### src/rtl/mem_port_arbiter.sv
// Two-requester arbiter for the single-port data RAM (CPU load/store path and I/O port).
// Define MEM_ARB_RR_EN for round-robin tie-breaking; otherwise the CPU wins every tie.
module mem_port_arbiter #(
  parameter int ADDR_W = 16,
  parameter int DATA_W = 16
) (
  input  logic              clock,
  input  logic              reset,
  input  logic              cpu_req,
  input  logic              cpu_we,
  input  logic [ADDR_W-1:0] cpu_addr,
  input  logic [DATA_W-1:0] cpu_wdata,
  output logic              cpu_ack,
  input  logic              io_req,
  input  logic              io_we,
  input  logic [ADDR_W-1:0] io_addr,
  input  logic [DATA_W-1:0] io_wdata,
  output logic              io_ack,
  output logic [DATA_W-1:0] rdata,
  output logic [ADDR_W-1:0] mem_addr,
  output logic [DATA_W-1:0] mem_wdata,
  output logic              mem_we,
  input  logic [DATA_W-1:0] mem_rdata,
  output logic              busy
);

  typedef enum logic [1:0] {IDLE, ISSUE, WAIT, ACK} state_t;

  state_t              state_reg, state_next;
  logic                owner_reg, owner_next;   // 0 = CPU, 1 = I/O
  logic                we_reg, we_next;
  logic [ADDR_W-1:0]   addr_reg, addr_next;
  logic [DATA_W-1:0]   wdata_reg, wdata_next;
  logic [DATA_W-1:0]   rdata_reg, rdata_next;
  logic                pick_io;

`ifdef MEM_ARB_RR_EN
  logic last_reg, last_next;                    // owner of the last acked transaction
  assign pick_io = io_req & (~cpu_req | ~last_reg);
`else
  assign pick_io = io_req & ~cpu_req;
`endif

  always_ff @(posedge clock) begin
    if (!reset) begin
      state_reg <= IDLE;
      owner_reg <= 1'b0;
      we_reg    <= 1'b0;
      addr_reg  <= '0;
      wdata_reg <= '0;
      rdata_reg <= '0;
`ifdef MEM_ARB_RR_EN
      last_reg  <= 1'b1;
`endif
    end else begin
      state_reg <= state_next;
      owner_reg <= owner_next;
      we_reg    <= we_next;
      addr_reg  <= addr_next;
      wdata_reg <= wdata_next;
      rdata_reg <= rdata_next;
`ifdef MEM_ARB_RR_EN
      last_reg  <= last_next;
`endif
    end
  end

  always_comb begin
    state_next = state_reg;
    owner_next = owner_reg;
    we_next    = we_reg;
    addr_next  = addr_reg;
    wdata_next = wdata_reg;
    rdata_next = rdata_reg;
`ifdef MEM_ARB_RR_EN
    last_next  = last_reg;
`endif
    mem_we     = 1'b0;
    cpu_ack    = 1'b0;
    io_ack     = 1'b0;
    case (state_reg)
      IDLE: begin
        if (cpu_req || io_req) begin
          owner_next = pick_io;
          we_next    = pick_io ? io_we    : cpu_we;
          addr_next  = pick_io ? io_addr  : cpu_addr;
          wdata_next = pick_io ? io_wdata : cpu_wdata;
          state_next = ISSUE;
        end
      end
      ISSUE: begin
        mem_we     = we_reg;
        state_next = we_reg ? ACK : WAIT;
      end
      WAIT: begin
        rdata_next = mem_rdata;
        state_next = ACK;
      end
      ACK: begin
        cpu_ack    = ~owner_reg;
        io_ack     = owner_reg;
`ifdef MEM_ARB_RR_EN
        last_next  = owner_reg;
`endif
        state_next = IDLE;
      end
      default: state_next = IDLE;
    endcase
  end

  // Address and data stay parked on the latched values between transactions.
  assign mem_addr  = addr_reg;
  assign mem_wdata = wdata_reg;
  assign rdata     = rdata_reg;
  assign busy      = (state_reg != IDLE);

endmodule
### config.mk
export PLATFORM = sky130hd
export DESIGN_NAME = mem_port_arbiter
export DESIGN_NICKNAME = d
export VERILOG_FILES = /design/src/rtl/mem_port_arbiter.sv
export SDC_FILE = /design/constraint.sdc
export NUM_CORES = 1
export LEC_CHECK = 0
export CORE_MARGIN = 2
export CORE_UTILIZATION = 30
export DETAILED_ROUTE_END_ITERATION = 10
export HOLD_SLACK_MARGIN = 0.03
export PLACE_DENSITY_LB_ADDON = 0.1
export SYNTH_ARGS = -nofsm -noshare
export SYNTH_HDL_FRONTEND = slang
export SYNTH_SLANG_ARGS = --single-unit
### constraint.sdc
create_clock -name clock -period 1.6 [get_ports clock]
set_input_delay 0.32 -clock clock [delete_from_list [all_inputs] [get_ports clock]]
set_output_delay 0.32 -clock clock [all_outputs]
set_load 0.01 [all_outputs]
## Word-level counts from Yosys, hierarchy flattened

Index checks and enable logic that the tools add are counted.

| cells by class | value |
|---|---|
| equal/unequal tests | 4 |
| mux-type cells | 9 |
| bitwise logic cells | 3 |
| reductions and logical operators | 4 |

Operators with widths:

| cell | count |
|---|---|
| 2-to-1 mux 16 bit | 2 |
| one-hot mux 2 bit (4 select lines) | 1 |
| 2-to-1 mux 1 bit | 5 |
| == test 2 bit, second input constant | 2 |
| == test 2 x 1 -> 1 bit, second input constant | 1 |
| logical NOT 2 bit | 1 |
| 2-to-1 mux 2 bit | 1 |
| != test 2 bit, second input constant | 1 |
| inverter 1 bit | 2 |
| AND reduction 2 bit | 1 |
| nonzero test 2 bit | 1 |
| bitwise AND 1 bit | 1 |
| logical OR 1 bit | 1 |

| storage, ports and cells | value |
|---|---|
| flip-flop bits (word level) | 52 |
| input bits | 86 |
| output and inout bits | 52 |
| word-level logic and storage cells | 26 |

## Logic depth before layout (Yosys ltp)

| depth | value |
|---|---|
| depth after elaboration | 3 |
| depth in mapped cells | 6 |
| depth with buffers taken out | 5 |

## Worst setup path after synthesis

No wires, ideal clock.

| path | value |
|---|---|
| path kind | register to register |
| from | register state_reg[0] |
| to | register state_reg[0] |
| setup time | 0.120 ns |
| arrival | 1.265 ns |
| required time | 1.480 ns |
| setup slack | 0.215 ns |
| stages on the path, launching flop included | 6 |
| path buffers | 1 |
| period minus slack after synthesis | 1.385 ns |
| cell sequence | dfxtp_1 > inv_1 > ha_1 > o21a_2 > buf_4 > o31a_1 |

| on the way | value |
|---|---|
| word-level cells in the longest chain between the ends | 2 |
| elaborated cells on any way between the ends | 6 |
| those cells by class | 4 x eq/ne; 1 x mux; 1 x reduce/logical |

RTL lines:

| item | RTL line | source |
|---|---|---|
| from (decl) | 29 | `state_t state_reg, state_next;` |
| from (signal assigned) | 56 | `state_reg <= state_next;` |
| == test 2 bit (tied with other cells) | 81 | `case (state_reg)` |
| one-hot mux 2 bit (4 select lines) / != test 2 bit (equally long branches) | - |  |

Parallel ways exist; a longest one is shown, timed or not.
A chain may end at the register's enable or synchronous reset.

## Final worst setup path

| path | value |
|---|---|
| from | register state_reg[0] |
| to | output busy |

| on the way | value |
|---|---|
| word-level cells in the longest chain between the ends | 1 |

RTL lines:

| item | RTL line | source |
|---|---|---|
| nonzero test 2 bit | 115 | `assign busy = (state_reg != IDLE);` |
| to (decl) | 24 | `output logic busy` |

No other way between the ends.

==> flow_summary.yaml <==
synthesis:
  synth.top_cell.area_share: 0.410
  ys_ff_latch: 52
  synth-xor-area-share: 0
  synth-compound-area-share: 0.235
  syn_area_sq_mm: 0.00254
  synthFlopType: "dfxtp_1"
  synthTopCellsByArea: "dfxtp_1, a31oi_2, nand2_2"
  ys_warn_count: 0
  ys_types: 28
  ys_async_sr_fraction: 0
  synth.area.mux_share: 0.0630
  avgSynthCellArea_sq_um: 9.74
  yosys.area_share.simple: 0.189
  synth_top_family_by_area: "compound AO/OA/AOI/OAI gates"
  synth_top_cell_by_area: "dfxtp_1"
  yosysSeqAreaShare: 0.410
  synth_fa_ha_area_frac: 0.0197
  mappedNetlistNets: 351
  synth_edf_count: 0
  synthCells: 261
worst_setup_path:
  cp_slowest_cell: "dfxtp_4"
  crit_path_frequent_cell: "inv_2"
  end_kind: "output port"
  worst-path-max-fanout: 5
  cp_num_buf_inv: 3
  crit_type: "flip-flop to output port"
  rrSetupSlack_ns: 0.14
  cp_top_family: "buffers and inverters"
  start_kind: "flip-flop"
  critPathRequiredTime_ns: 1.28
  max_stage_delay_ns: 0.37
  crit_arrival_ns: 1.22
  crit_chain: "inv_2, ha_4, inv_2, dlygate4sd2_1"
finish:
  syn_to_final_growth_pct: 63.6
  final_common_cell: "clkdlybuf4s50_1"
  fin_util: 0.506
  layout_common_cells: "clkdlybuf4s50_1, dfxtp_1, nand2_1"
  layout-drive-gt1-share: 0.240
  insertedDiodeCount: 0
  nets: 493
  fillers: 810
power_and_ir_drop:
  pwr-share-clk: 0.161
  comb_power_share: 0.467
  power.density_mw_per_mm2: 1170
  vdd_ir_drop_max_mv: 0.488
  netSwitchingPower_mw: 1.59
  power_frac_seq: 0.371
  switching_share: 0.328
  internal-power_mw: 3.26
  power_mw: 4.85
  p_leak_nw: 1.51
timing:
  worst_pin_slew_ns: 0.266
  period_share: 0.962
  tns_ns: 0
  fmax_mhz: 650
  setup_violations: 0
  setup_slack_ns: 0.0611
  whs_ns: 0.506
  final.min_clock_period_ns: 1.54
  report.final.slew_viol_count: 0
  relSlewSlack: 0.823
  hold_viol: 0
  rsz0062_at_grt: "no"
  fin_worst_skew_ns: 0.00332
grt:
  antenna_found_initial: 0
  gr-total-overflow: 0
  track_usage: 0.140
  grt_pass1_vias: 2188
  grt_pass1_wl_microns: 10100
  grt_start_max_net_pins: 39
route:
  vias: 2278
  finalWirelength_microns: 6520
  drtIter0Drc: 60
  viasPerCell: 4.48
  dr.pass1.iters: 4
  wl_per_cell_microns: 12.8
  drc: 0
  ant_nets: 0
floorplan:
  io_pins: 138
  dieHeight_microns: 96.0
  start_util: 0.309
  die_w_microns: 96.0
  die_area_sq_mm: 0.00922
  rows: 33
  core_area_sq_mm: 0.00822
clock_network:
  post_cts_buffers: 0
  cts_buffers: 5
  clock_latency_ns: 0.30
  clkTransAtPathRegs_ns: 0.09
  cts.repair.resized: 16
  cts_root_buffer: "clkbuf_8"
  cts_num_sinks: 52
  h-tree-depth: 2
  cts_hold_buffers: 0
  cts_max_path_buffers: 2
  cts_tree: "built"
placed_design:
  dp_slack_ns: -0.0898
  hpwl_microns: 4830
  gp_congestion: 0.697
  io_buffers: 137
min_path:
  worstHoldPathType: "flip-flop to flip-flop"
job:
  maxCapViolCount: 0
outcome:
  outcome: "completed"
worst reg2reg max path: stages, from the launching register on:
cell and delay [ns]:
dfxtp_4 0.38, inv_2 0.05, ha_4 0.17, buf_4 0.14, o21a_2 0.15, buf_12 0.17, o31a_1 0.29
synth_stat cells, types with 2 or more instances:
cell	count
nand2_1	38
dfxtp_1	52
buf_2	4
mux2i_1	16
buf_12	3
a31oi_1	4
and2_1	2
ha_1	4
clkbuf_1	5
a31oi_2	29
buf_6	7
nor2b_1	17
nand2_2	30
buf_4	3
o21ai_0	33
inv_1	2
metal layers:
| metal | up-vias | part of all wire | track usage |
|---|---|---|---|
| met5 | - | 0 | 0 |
| met4 | 0 | 0.0058 | 0.0393 |
| met3 | 2 | 0.10 | 0.0579 |
| met2 | 84 | 0.50 | 0.244 |
| met1 | 1013 | 0.40 | 0.157 |
| li1 | 1179 | - | - |
final timing paths:
kind	from	end	cells after the start
max	state_reg[0]	busy	4
min	owner_reg	owner_reg	2
max reg2reg	state_reg[0]	state_reg[0]	6
min reg2reg	owner_reg	owner_reg	2
per-stage QoR:
step / instance area [sq um] / cells
floorplan: 2540 / 261
global placement: 4060 / 501
detailed placement: 4060 / 501
CTS: 4170 / 509
global route: 4160 / 509
finish: 4160 / 509
logic make-up after synthesis:
kind of cell,after synthesis
AO/OA/AOI/OAI,72
adder cells (fa/ha/maj),4
buffers and inverters,25
flip-flops,52
multiplexers,16
AND/OR/NAND/NOR,92
cell type report:
type,count,area (sq um),area share
multi-input cells,184,1310,0.314
flip-flops and latches,52,1050,0.252
well taps,105,131,0.0316
clock inverters,1,7.51,0.00181
inverters,3,11.3,0.00271
repair buffers,157,1570,0.377
clock buffers,7,86.3,0.0208
power by group through the flow:
stage	clock, mW	combinational, mW	sequential [mW]
5_1_grt	0.877	2.48	1.85
3_5_place_dp	0	2.30	1.82
4_1_cts	0.828	2.32	1.81
2_1_floorplan	0	1.04	1.95
3_3_place_gp	0	2.29	1.81
6_report	0.782	2.27	1.80
Power figures use the tool's default switching activity.
==> variant 1 (same flow settings) <==
The parameter `DATA_W` goes from 16 to 14.
--- a/src/rtl/mem_port_arbiter.sv
+++ b/src/rtl/mem_port_arbiter.sv
@@ -2,7 +2,7 @@
 // Define MEM_ARB_RR_EN for round-robin tie-breaking; otherwise the CPU wins every tie.
 module mem_port_arbiter #(
   parameter int ADDR_W = 16,
-  parameter int DATA_W = 16
+  parameter int DATA_W = 14
 ) (
   input  logic              clock,
   input  logic              reset,
Interface: changed (5 resized); port bits go from 138 to 128. The function was not compared with the original's and may differ.
==> variant 1 against the original RTL <==
Clock skew is 0.00061 ns higher. Area after synthesis fell by 20%. Power shrank 11%. Sequential cell count fell by 4. Worst setup slack improved by 0.027 ns. Worst hold slack better by 0.0081 ns. Design area is 14% lower. First-iteration DRC count up 1.7%. Wire length fell by 12%. Critical path type unchanged.
==> variant 1: results <==
[yosys]
syn_nets = 327
ys_top_cells_by_area = dfxtp_1, nand2_1, a31oi_1
yosysSeqAreaShare = 0.472
synth.distinct_cells = 24
yosys_warnings = 0
synth_mux_area_frac = 0.0688
synthCells = 243

[place]
place_inst = 446
place.gp.congestion = 0.705
dpl-instance-area_um2 = 3490
post-place-ws_ns = -0.0479

[final_layout]
drive_gt1_frac = 0.0829
fillers = 654
fin_nets = 457
area_growth_pct = 75.7

[routing]
drtIter0Drc = 61
route.vias.total = 2078
wl_per_cell_um = 12.6
wl_um = 5710

[pwr]
ir_drop_mv = 0.470
p_seq_mw = 1.66
pg_comb_mw = 1.92
p_leak_nw = 1.37

[global_route]
grt_usage = 0.152
grt_pass1_wl_um = 9010
grt_pass1_vias = 1939
grt.met2_usage = 0.260
grt_max_degree = 27

[setup_path]
reg2regPathDepth = 7
max_stage_delay_ns = 0.57
crit_path_max_fanout = 2

[run_status]
status = completed

[timing]
maxSlewHeadroom = 0.843
hold_ws_ns = 0.514
fin_skew_ns = 0.00393
==> variant 1: kinds of logic after synthesis <==
logic type | after synthesis
and+or+nand+nor | 86
AOI/OAI and AO/OA | 68
DFF | 48
buffers and inverters | 23
muxes | 14
adders and majority gates | 4
==> variant 1: what timing repair did <==
action	CTS	global route
gates resized for setup	11	7
buffers inserted	0	0
setup endpoints to repair	4	25
pin swaps	0	0
hold buffers	0	0
==> variant 1: cell type report <==
cell class	instances	area share
repair buffers	143	0.404
multi-input cells	172	0.271
flip-flops and latches	48	0.269
well taps	80	0.0280
clock buffers	8	0.0252
inverters	3	0.00315
==> variant 1: worst paths after layout <==
| path | start | to |
|---|---|---|
| worst max-delay path | mem_wdata[11] | mem_wdata[11] |
| worst min register to register | owner_reg | owner_reg |
| worst min-delay path | owner_reg | owner_reg |
| worst max register to register | state_reg[0] | mem_addr[12] |
==> variant 1: per-layer routing <==
metal  vias up  share of wire
li1       1088              -
met1       908           0.44
met2        72           0.46
met3        10          0.083
met4         0          0.017
met5         -              0
==> variant 2 (config.mk and constraints unchanged) <==
Made on the original files. Re-encode `state_t` (4 states) as Gray code, 2 bits wide.
--- a/src/rtl/mem_port_arbiter.sv
+++ b/src/rtl/mem_port_arbiter.sv
@@ -24,7 +24,7 @@
   output logic              busy
 );
 
-  typedef enum logic [1:0] {IDLE, ISSUE, WAIT, ACK} state_t;
+  typedef enum logic [1:0] {IDLE = 2'b00, ISSUE = 2'b01, WAIT = 2'b11, ACK = 2'b10} state_t;
 
   state_t              state_reg, state_next;
   logic                owner_reg, owner_next;   // 0 = CPU, 1 = I/O
Check against the original RTL: same outputs for any inputs over 10 cycles, from zero or initial values and one cycle with reset low; not proved beyond that.
==> variant 2 against the original RTL <==
Via count is 6.6% higher. Worst setup slack worse by 0.0018 ns. Area after synthesis fell by 6.0%. First-iteration DRC count shrank 5.0%. Design area shrank 3.7%. Sequential cell count is the same. Wire length increased by 10%.
Power is not compared: it rests on default switching activity, and its combinational part moved more than twofold at a synthesized area within 25%.
==> variant 2: results <==
[run_status]
status = completed

[yosys]
synthCells = 277
syn_nets = 363
synth_commonest_cells = nand2_1, dfxtp_1, a21oi_1, a311oi_2, clkbuf_1
yosysSeqAreaShare = 0.436
ys_top_cells_by_area = dfxtp_1, a311oi_2, nand2_1

[clock_tree]
post_cts_buffers = 0
cts_resized = 7
clk_path_buf_depth = 2

[global_route]
grt_pass1_wl_um = 11000
grt_max_degree = 35
grt_usage = 0.157
antenna_found_initial = 0
grt_use_met1 = 0.183
met3_usage = 0.0564
grt.met2_usage = 0.272

[routing]
drtIter0Drc = 57
wl_met1_um = 3020
met2_length_um = 3460
wl_per_cell_um = 14.0
route.vias.total = 2428

[final_layout]
drive_gt1_frac = 0.137
multi_input_gates = 197
clock_area_frac = 0.0225
stdcell_count = 512
multi_input_area_share = 0.302
nNonClkBuffers = 151
seq_cell_count = 52
nClkBuffers = 8
buf_share = 0.380
fillers = 728
nonClockInverterCount = 2

[setup_path]
crit_path_max_fanout = 2
max_stage_delay_ns = 0.58

[timing]
maxSlewHeadroom = 0.636
fin_skew_ns = 0.00251

[place]
place.gp.congestion = 0.713
dpl-instance-area_um2 = 3900
hpwlAfterDp_um = 5090
post-place-ws_ns = -0.226
place_inst = 503

[hold_path]
hp-class = flip-flop to flip-flop

[pwr]
pwr-share-comb = 0.321
## variant 2: changes by cell type in the layout (fill, tap and decap cells not counted), moves of 4 or more
cell      delta
a21oi_1     +48
a311oi_1     +4
a311oi_2    +29
a31oi_1      -4
a31oi_2     -29
buf_4        -5
mux2i_1     -16
nand2_1     +61
nand2_2     -30
nor2b_1     -17
o21ai_0     -33
## variant 2: cells by family (layout without fill, tap and decap cells)
logic type | Yosys count | after routing | synth area share
and+or+nand+nor | 111 | 112 | 0.190
buffers and inverters | 29 | 161 | 0.0654
DFF | 52 | 52 | 0.436
AOI/OAI and AO/OA | 85 | 85 | 0.309
## variant 2: worst paths after layout
path	startpoint	slack, ns	end	depth (start not counted)
hold / removal	rdata[4]	0.46	rdata[4]	2
setup reg to reg	state_reg[1]	0.24	mem_wdata[1]	3
hold reg to reg	rdata[4]	0.46	rdata[4]	2
setup / recovery	mem_wdata[14]	0.06	mem_wdata[14]	1
